[src/rtl/common_p.sv]
// Shared types for the clock-recovery path: clock/reset bundle and the
// lock state encoding consumed by the downstream recovery controller.
package common_p;

  // Single clock domain: clock plus synchronous active-low reset.
  typedef struct packed {
    logic clk;
    logic rst_n;
  } clk_dom_s;

  // Lock state as reported on state_o.
  typedef enum logic [1:0] {
    IDLE     = 2'd0,
    ACQUIRE  = 2'd1,
    LOCKED   = 2'd2,
    HOLDOVER = 2'd3
  } lock_state_e;

endpackage

[src/rtl/lock_confidence_controller_counter.sv]
// decaying_saturation_counter: a counter that grows by a rate up to a
// ceiling and decays by a rate down to a floor. The floor is the plateau
// value when plateau_en_i is high, otherwise the decay rate itself.
// Priority: clear, init, increment, decay, hold.
module decaying_saturation_counter #(
  parameter int unsigned W = 8
) (
  input  logic         clk_i,
  input  logic         rst_n_i,
  input  logic         clear_i,
  input  logic         init_i,
  input  logic [W-1:0] init_value_i,
  input  logic         inc_i,
  input  logic         dec_i,
  input  logic         plateau_en_i,
  input  logic [W-1:0] plateau_i,
  input  logic [W-1:0] growth_i,
  input  logic [W-1:0] decay_i,
  input  logic [W-1:0] limit_i,
  output logic [W-1:0] count_o
);

  logic [W-1:0] count_q;
  logic [W-1:0] count_d;
  logic [W-1:0] floor_s;
  logic [W-1:0] diff_s;
  logic [W:0]   sum_s;

  // Next-count selection: saturating growth, floored decay, clear first.
  always_comb begin
    floor_s = plateau_en_i ? plateau_i : decay_i;
    sum_s   = {1'b0, count_q} + {1'b0, growth_i};
    diff_s  = count_q - decay_i;
    count_d = count_q;
    if (clear_i) begin
      count_d = '0;
    end else if (init_i) begin
      count_d = init_value_i;
    end else if (inc_i) begin
      if (sum_s > {1'b0, limit_i}) begin
        count_d = limit_i;
      end else begin
        count_d = sum_s[W-1:0];
      end
    end else if (dec_i) begin
      if (count_q <= floor_s) begin
        count_d = count_q;
      end else if ((count_q < decay_i) || (diff_s < floor_s)) begin
        count_d = floor_s;
      end else begin
        count_d = diff_s;
      end
    end else begin
      count_d = count_q;
    end
  end

  // Counter register with synchronous active-low reset.
  always_ff @(posedge clk_i) begin
    if (!rst_n_i) begin
      count_q <= '0;
    end else begin
      count_q <= count_d;
    end
  end

  assign count_o = count_q;

endmodule

[src/rtl/lock_confidence_controller.sv]
// lock_confidence_controller: sequences one decaying saturation counter as
// a lock-confidence metric. Hit samples grow confidence, misses decay it,
// with rates chosen by the registered lock state. Reports state, lock and
// unlock events and the confidence value, all registered.
// Optional feature macro: LOCK_CTRL_HOLDOVER_EN adds the HOLDOVER state,
// its timer and the holdover_cycles_i port; without it LOCKED falls
// straight back to ACQUIRE.
module lock_confidence_controller
  import common_p::*;
#(
  parameter int unsigned BIT_WIDTH = 8
`ifdef LOCK_CTRL_HOLDOVER_EN
  , parameter int unsigned HOLDOVER_WIDTH = 16
`endif
) (
  input  common_p::clk_dom_s     sys_dom_i,
  input  logic                   enable_i,
  input  logic                   sample_valid_i,
  input  logic                   sample_hit_i,
  input  logic [BIT_WIDTH-1:0]   acq_growth_i,
  input  logic [BIT_WIDTH-1:0]   acq_decay_i,
  input  logic [BIT_WIDTH-1:0]   lock_growth_i,
  input  logic [BIT_WIDTH-1:0]   lock_decay_i,
  input  logic [BIT_WIDTH-1:0]   lock_threshold_i,
  input  logic [BIT_WIDTH-1:0]   unlock_threshold_i,
  input  logic [BIT_WIDTH-1:0]   saturation_limit_i,
`ifdef LOCK_CTRL_HOLDOVER_EN
  input  logic [HOLDOVER_WIDTH-1:0] holdover_cycles_i,
`endif
  output logic [1:0]             state_o,
  output logic                   locked_o,
  output logic                   lock_event_o,
  output logic                   unlock_event_o,
  output logic [BIT_WIDTH-1:0]   confidence_o
);

  logic clk_s;
  logic rst_n_s;
  assign clk_s   = sys_dom_i.clk;
  assign rst_n_s = sys_dom_i.rst_n;

  lock_state_e          state_q;
  logic                 locked_q;
  logic                 lock_event_q;
  logic                 unlock_event_q;
  logic [BIT_WIDTH-1:0] conf_s;
  logic [BIT_WIDTH-1:0] growth_s;
  logic [BIT_WIDTH-1:0] decay_s;
  logic                 clear_s;
  logic                 inc_s;
  logic                 dec_s;
  logic                 sample_ok_s;

`ifdef LOCK_CTRL_HOLDOVER_EN
  logic [HOLDOVER_WIDTH-1:0] timer_q;
  logic [HOLDOVER_WIDTH-1:0] timer_load_s;
  // Holdover length is at least one cycle even when programmed to zero.
  assign timer_load_s = (holdover_cycles_i == '0) ? HOLDOVER_WIDTH'(1) : holdover_cycles_i;
`endif

  // Rate selection from the registered state and counter control decode.
  always_comb begin
    if (state_q == LOCKED) begin
      growth_s = lock_growth_i;
      decay_s  = lock_decay_i;
    end else begin
      growth_s = acq_growth_i;
      decay_s  = acq_decay_i;
    end
    clear_s     = (state_q == IDLE);
    sample_ok_s = enable_i & sample_valid_i & (state_q != IDLE);
    inc_s       = sample_ok_s & sample_hit_i;
    dec_s       = sample_ok_s & ~sample_hit_i;
  end

  decaying_saturation_counter #(
    .W (BIT_WIDTH)
  ) u_counter (
    .clk_i        (clk_s),
    .rst_n_i      (rst_n_s),
    .clear_i      (clear_s),
    .init_i       (1'b0),
    .init_value_i ({BIT_WIDTH{1'b0}}),
    .inc_i        (inc_s),
    .dec_i        (dec_s),
    .plateau_en_i (1'b0),
    .plateau_i    ({BIT_WIDTH{1'b0}}),
    .growth_i     (growth_s),
    .decay_i      (decay_s),
    .limit_i      (saturation_limit_i),
    .count_o      (conf_s)
  );

  // Lock FSM with registered lock flag and one-cycle event pulses;
  // a low enable overrides every other transition.
  always_ff @(posedge clk_s) begin
    if (!rst_n_s) begin
      state_q        <= IDLE;
      locked_q       <= 1'b0;
      lock_event_q   <= 1'b0;
      unlock_event_q <= 1'b0;
`ifdef LOCK_CTRL_HOLDOVER_EN
      timer_q        <= '0;
`endif
    end else begin
      lock_event_q   <= 1'b0;
      unlock_event_q <= 1'b0;
      if (!enable_i) begin
        state_q        <= IDLE;
        locked_q       <= 1'b0;
        unlock_event_q <= (state_q == LOCKED) || (state_q == HOLDOVER);
      end else begin
        case (state_q)
          IDLE: begin
            state_q  <= ACQUIRE;
            locked_q <= 1'b0;
          end
          ACQUIRE: begin
            if (conf_s >= lock_threshold_i) begin
              state_q      <= LOCKED;
              locked_q     <= 1'b1;
              lock_event_q <= 1'b1;
            end else begin
              locked_q <= 1'b0;
            end
          end
          LOCKED: begin
            if (conf_s < unlock_threshold_i) begin
`ifdef LOCK_CTRL_HOLDOVER_EN
              state_q  <= HOLDOVER;
              locked_q <= 1'b1;
              timer_q  <= timer_load_s;
`else
              state_q        <= ACQUIRE;
              locked_q       <= 1'b0;
              unlock_event_q <= 1'b1;
`endif
            end else begin
              locked_q <= 1'b1;
            end
          end
`ifdef LOCK_CTRL_HOLDOVER_EN
          HOLDOVER: begin
            if (conf_s >= lock_threshold_i) begin
              state_q  <= LOCKED;
              locked_q <= 1'b1;
            end else if (timer_q <= HOLDOVER_WIDTH'(1)) begin
              state_q        <= ACQUIRE;
              locked_q       <= 1'b0;
              unlock_event_q <= 1'b1;
              timer_q        <= '0;
            end else begin
              locked_q <= 1'b1;
              timer_q  <= timer_q - HOLDOVER_WIDTH'(1);
            end
          end
`endif
          default: begin
            state_q  <= IDLE;
            locked_q <= 1'b0;
          end
        endcase
      end
    end
  end

  assign state_o        = state_q;
  assign locked_o       = locked_q;
  assign lock_event_o   = lock_event_q;
  assign unlock_event_o = unlock_event_q;
  assign confidence_o   = conf_s;

endmodule

[config.mk]
export PLATFORM = sky130hd
export DESIGN_NAME = lock_confidence_controller
export DESIGN_NICKNAME = d
export VERILOG_FILES = /design/src/rtl/common_p.sv /design/src/rtl/lock_confidence_controller_counter.sv /design/src/rtl/lock_confidence_controller.sv
export SDC_FILE = /design/constraint.sdc
export NUM_CORES = 1
export LEC_CHECK = 0
export ABC_AREA = 1
export BUFFER_PORTS_ARGS = -buffer_cell sky130_fd_sc_hd__buf_2
export CORE_MARGIN = 3
export CORE_UTILIZATION = 49
export CTS_CLUSTER_SIZE = 30
export DETAILED_ROUTE_END_ITERATION = 7
export PLACE_DENSITY = 0.76
export SLEW_MARGIN = 20
export SYNTH_ARGS = -nofsm -noshare
export SYNTH_HDL_FRONTEND = slang
export SYNTH_SLANG_ARGS = --single-unit
[constraint.sdc]
create_clock -name sys_dom_i -period 3.58 [get_ports sys_dom_i]
set_clock_uncertainty 0.05 [all_clocks]
set_input_delay 0.716 -clock sys_dom_i [delete_from_list [all_inputs] [get_ports sys_dom_i]]
set_output_delay 0.716 -clock sys_dom_i [all_outputs]
set_load 0.1 [all_outputs]
======== After elaboration in Yosys (flattened, before gate mapping) ========
Index checks and enable logic that the tools add are counted.
cells by class
  bitwise logic cells ..................... 6
  muxes and demuxes ....................... 16
  reductions and logical operators ........ 10
  add/sub/neg operators ................... 2
  order comparisons ....................... 6
  equal/unequal tests ..................... 6
operators with widths
  cell                                                              count
  8-bit 2-to-1 mux                                                  7
  8-bit < comparator                                                3
  8-bit by 8-bit adder with 9-bit output                            1
  9-bit by 8-bit greater-than comparator with 1-bit output          1
  8-bit >= comparator                                               1
  8-bit less-or-equal comparator                                    1
  8-bit subtractor                                                  1
  2-bit case mux with 3 select lines                                1
  2-bit AND reduction                                               3
  1-bit 2-to-1 mux                                                  5
  1-bit AND                                                         4
  2-bit == test (second input constant)                             2
  2-bit 2-to-1 mux                                                  2
  2-bit != test (second input constant)                             2
  2-bit nonzero test                                                2
  3-bit AND reduction                                               1
  2-bit by 1-bit == test with 1-bit output (second input constant)  1
  2-bit zero test                                                   1
  1-bit logical OR                                                  2
  2-bit by 1-bit != test with 1-bit output (second input constant)  1
  1-bit inverter                                                    2
  1-bit case mux with 2 select lines                                1
  2-bit OR reduction                                                1
word-level totals
  input port bits ......................... 61
  word-level logic and storage cells ...... 51
  output and inout port bits .............. 13
  bits in registers ....................... 13

======== Logic depth before layout (Yosys ltp) ========
  depth in word-level cells ............... 9
  gate-level depth with buffers ........... 28
  mapped depth without buffers ............ 27

======== Modules after synthesis ========
A second synthesis with hierarchy kept.
unflattened totals
  cells, all modules ...................... 505
  area, all modules ....................... 3032.9 sq um
by module, submodules not included
  module                       instances  cells each  seq. area each (sq um)  area each (sq um)
  decaying_saturation_counter  1          347         160.2                   2114.5
  lock_confidence_controller   1          158         100.1                   918.4

======== Worst setup path before layout ========
No wires, ideal clock.
  path type ............................... reg2reg
  from .................................... register state_q[0] (netlist: state_o[0])
  to ...................................... register u_counter.count_q[4] (netlist: u_counter.count_o[4])
  slack ................................... -723 ps
  setup time .............................. 109 ps
  data arrival time ....................... 4144 ps
  stages on the path, launching flop included .. 27
  path buffers ............................ 2
  clock period less this slack ............ 4303 ps
  data required time ...................... 3421 ps
  cell sequence ........................... dfxtp_1 inv_1 ha_1 buf_2 clkbuf_1 o21ai_0 inv_1 fa_1 o21ai_2 nand3_2 nand2_1 xor2_1 inv_1 ha_1 nand2_1 inv_1 nand2_1 nand2_1 nand2_1 nand2_1 nand2_2 nand2_4 nand2_1 nand3_1 nand3_1 nand2_1 inv_1
between the ends
  word-level cells in the longest chain between the ends .. 9
  elaborated cells on any way between the ends .. 24
  those cells by class .................... add/sub: 2; order compare: 4; eq/ne: 2; mux: 7; bitwise: 3; reduce/logical: 6
RTL lines
  what                      line                                      RTL
  start: declaration        lock_confidence_controller.sv:42          lock_state_e state_q;
  start signal: assignment  lock_confidence_controller.sv:98          state_q <= IDLE;
  start signal: assignment  lock_confidence_controller.sv:109         state_q <= IDLE;
  start signal: assignment  lock_confidence_controller.sv:115         state_q <= ACQUIRE;
  2-bit == test             lock_confidence_controller.sv:63          if (state_q == LOCKED) begin
  8-bit 2-to-1 mux          lock_confidence_controller.sv:63
  8-bit subtractor          lock_confidence_controller_counter.sv:33  diff_s = count_q - decay_i;
  8-bit < comparator        lock_confidence_controller_counter.sv:48  end else if ((count_q < decay_i) || (diff_s < floor_s)) begin
  1-bit logical OR          lock_confidence_controller_counter.sv:48
  8-bit 2-to-1 mux          lock_confidence_controller_counter.sv:48
  8-bit 2-to-1 mux          lock_confidence_controller_counter.sv:46  if (count_q <= floor_s) begin
  8-bit 2-to-1 mux          lock_confidence_controller_counter.sv:45  end else if (dec_i) begin
  8-bit 2-to-1 mux          lock_confidence_controller_counter.sv:39  end else if (inc_i) begin
  end signal: assignment    lock_confidence_controller_counter.sv:63  count_q <= count_d;
  end: declaration          lock_confidence_controller_counter.sv:23  logic [W-1:0] count_q;
Parallel ways exist; a longest one is shown, timed or not. The select of a mux whose other input is x is not followed.
A chain may end at the register's enable or synchronous reset.

======== Worst setup path in the final report ========
  from .................................... register state_q[0] (netlist: state_o[0])
  to ...................................... register u_counter.count_q[6] (netlist: u_counter.count_o[6])
The elaborated chain is that of the path after synthesis.

==> qor.csv <==
stage,metric,value,unit
outcome,status,"finished, final reports clean",
power_and_ir_drop,power,997,uW
yosys,synth-simple-area-share,0.308,
timing,rsz0062_at_grt,yes,
timing,final.setup.tns,0,ns
timing,slew_violations,0,
drt,drt_iter0_drc,318,
worst_setup_path,worstPathArrival,3.67,ns
worst_setup_path,critPathMaxFanout,7,
worst_setup_path,cpMostUsedCell,nand2_1,
floorplan,ios,74,
place,routabilityCongestion,0.913,
drt,vias,3216,
clock_tree,cts_sinks,13,
place,dp_hpwl,5620,um
place,io_buffers,72,
global_routing,grt_pass1_wl,13000,um
floorplan,die-width,78.7,um
drt,wl_per_cell,15.5,um
timing,final_hold_viol_count,0,
timing,worst_slew_pin_slew,0.601,ns
worst_setup_path,worstSetupEndpointType,flip-flop,
timing,setup_ws,0.00871,ns
clock_tree,tritoncts,done,
layout,drive_above_1_share,0.359,
yosys,seq_area_frac_synth,0.101,
worst_setup_path,worstSetupPathType,flip-flop to flip-flop,
yosys,synth_top_family_by_area,simple AND/OR/NAND/NOR gates,
worst_setup_path,start_kind,flip-flop,
timing,holdWs,0.203,ns
layout,diodes,0,
layout,finalNonFillerCells,594,
power_and_ir_drop,p_per_area,264,nW/um^2
yosys,synth_compound_area_frac,0.122,
yosys,yosys_warnings,0,
yosys,synth_seq_cells,13,
power_and_ir_drop,peakVddDrop,0.190,mV
yosys,syn_inst,408,
drt,routed_wirelength,9200,um
floorplan,core_area,4910,sq um
power_and_ir_drop,power_leakage,2.25,nW
worst_setup_path,cp_slowest_cell,dfxtp_4,
worst_setup_path,path_buf_inv,7,
floorplan,die_area,6190,sq um
global_routing,overflow,0,
place,placed_cell_area,3120,sq um
floorplan,placementRows,25,
floorplan,die_h,78.7,um
floorplan,start_util,0.527,
timing,setup_viol,0,
yosys,synthMuxAreaShare,0.0271,
yosys,synthXorXnorAreaFrac,0.0271,
timing,finalCriticalPeriod,3.57,ns
timing,fmax,0.280,GHz
global_routing,grtUsageTotal,0.265,
yosys,avgSynthCellArea,6.34,sq um
min_path,hold_class,clock port to flip-flop,
global_routing,grt_start_max_net_pins,17,
global_routing,grt_pass1_vias,3229,
place,place_ws,-0.0766,ns
layout,final_area,3780,sq um
layout,utilization,0.769,
worst_setup_path,cpPeakStageDelay,0.36,ns
yosys,synthesis.nets,523,
clock_tree,clk_pin_slew,0.06,ns
clock_tree,clock_latency,0.25,ns
worst_setup_path,required,3.68,ns
place,place_inst,558,
layout,filler_cell_count,351,
layout,nNetsFinal,642,
yosys,netlist_area,2590,sq um
global_routing,antenna_found_initial,0,
flow_run,maxCapViolCount,0,
drt,via_per_inst,5.41,
timing,slew_headroom,0.598,
layout,area_delta_synth_final,45.9,%
drt,antenna_left,0,
yosys,synthDistinctLibCells,35,
timing,fin_crit_sh,0.998,
drt,firstDrtPassIters,5,
worst_setup_path,cp_top_family,simple AND/OR/NAND/NOR gates,
drt,drc,0,
yosys,synth_fa_ha_area_frac,0.267,
final timing paths:
path                start                   end  slack (ns)  depth (start not counted)
max            state_o[0]  u_counter.count_o[6]       0.009                         27
min          sys_dom_i[0]        unlock_event_o        0.20                          4
max reg2reg    state_o[0]  u_counter.count_o[6]       0.009                         27
min reg2reg    state_o[1]            state_o[1]        0.50                          2
kinds of logic after synthesis:
| kind of cell | Yosys count |
|---|---|
| adders and majority gates | 54 |
| and+or+nand+nor | 175 |
| DFF | 13 |
| muxes | 7 |
| AOI/OAI and AO/OA | 53 |
| buffers and inverters | 98 |
| xor gates and xnor gates | 8 |
tightest hold or removal path: cells and delay by family:
kind	cells	cell delay [ns]
buffers and inverters	2	0.22
AO/OA/AOI/OAI	1	0.17
AND/OR/NAND/NOR	1	0.06
layout by cell type, fill, tap and decap left out, types with 7 or more instances in the layout:
cell      netlist  layout
nand2_1       109      98
inv_1          89      87
buf_2           1      72
ha_1           52      41
nand3_1        41      35
buf_4           0      25
a21oi_1        26      23
clkbuf_8        0      15
nand2_2         2      11
o21ai_0        13      11
dfxtp_1        13      11
nand3_2         2       8
ha_4            0       7
cell usage after synthesis:
master / n / area share
nand2_1: 109 / 0.16
inv_1: 89 / 0.13
ha_1: 52 / 0.25
nand3_1: 41 / 0.079
a21oi_1: 26 / 0.050
dfxtp_1: 13 / 0.10
o21ai_0: 13 / 0.025
mux2i_1: 7 / 0.027
xor2_1: 7 / 0.024
nand4_1: 6 / 0.015
nor2_1: 5 / 0.0073
o21ai_2: 4 / 0.014
clkinv_1: 3 / 0.0043
inv_2: 3 / 0.0043
nand2_4: 3 / 0.013
a31oi_1: 2 / 0.0048
fa_1: 2 / 0.015
nand2_2: 2 / 0.0048
nand3_2: 2 / 0.0077
nor3_1: 2 / 0.0039
o211ai_1: 2 / 0.0058
or2_2: 2 / 0.0048
a21o_1: 1 / 0.0029
a21oi_2: 1 / 0.0034
buf_12: 1 / 0.0077
buf_2: 1 / 0.0019
clkbuf_1: 1 / 0.0014
nor2_4: 1 / 0.0043
nor3_2: 1 / 0.0039
nor3_4: 1 / 0.0063
o21a_1: 1 / 0.0029
o21ai_1: 1 / 0.0019
o21bai_1: 1 / 0.0029
o31ai_4: 1 / 0.0082
xnor2_1: 1 / 0.0034
power breakdown:
part	leakage, nW	switching, mW	internal (mW)
Clock	0.323	0.160	0.310
Sequential	0.106	0.0105	0.151
Combinational	1.82	0.219	0.146
Total	2.25	0.389	0.607
flip-flops by register name (all words and copies together), names as in the netlist:
register / count
u_counter.count_o: 8
unlock_event_o: 1
locked_o: 1
lock_event_o: 1
state_o: 2
routing by layer:
metal	track usage	part of all wire	wire, um	vias to the layer above
li1	-	-	-	1544
met1	0.300	0.40	3650	1441
met2	0.403	0.47	4360	178
met3	0.0929	0.073	674	53
met4	0.206	0.056	512	0
met5	0.00909	0	0	-
final cells by class:
cell class / instances / area, sq um / share of cell area
inverters: 76 / 297 / 0.0785
clock inverters: 22 / 82.6 / 0.0219
flip-flops and latches: 13 / 268 / 0.0709
well taps: 67 / 83.8 / 0.0222
clock buffers: 16 / 210 / 0.0557
multi-input cells: 297 / 2220 / 0.587
repair buffers: 103 / 619 / 0.164
repair_timing:
action	CTS	global route
setup endpoints to repair	16	16
setup buffers	6	11
resized for setup	4	64
hold buffers	0	0
pin swaps	2	32
Power figures use the tool's default switching activity.
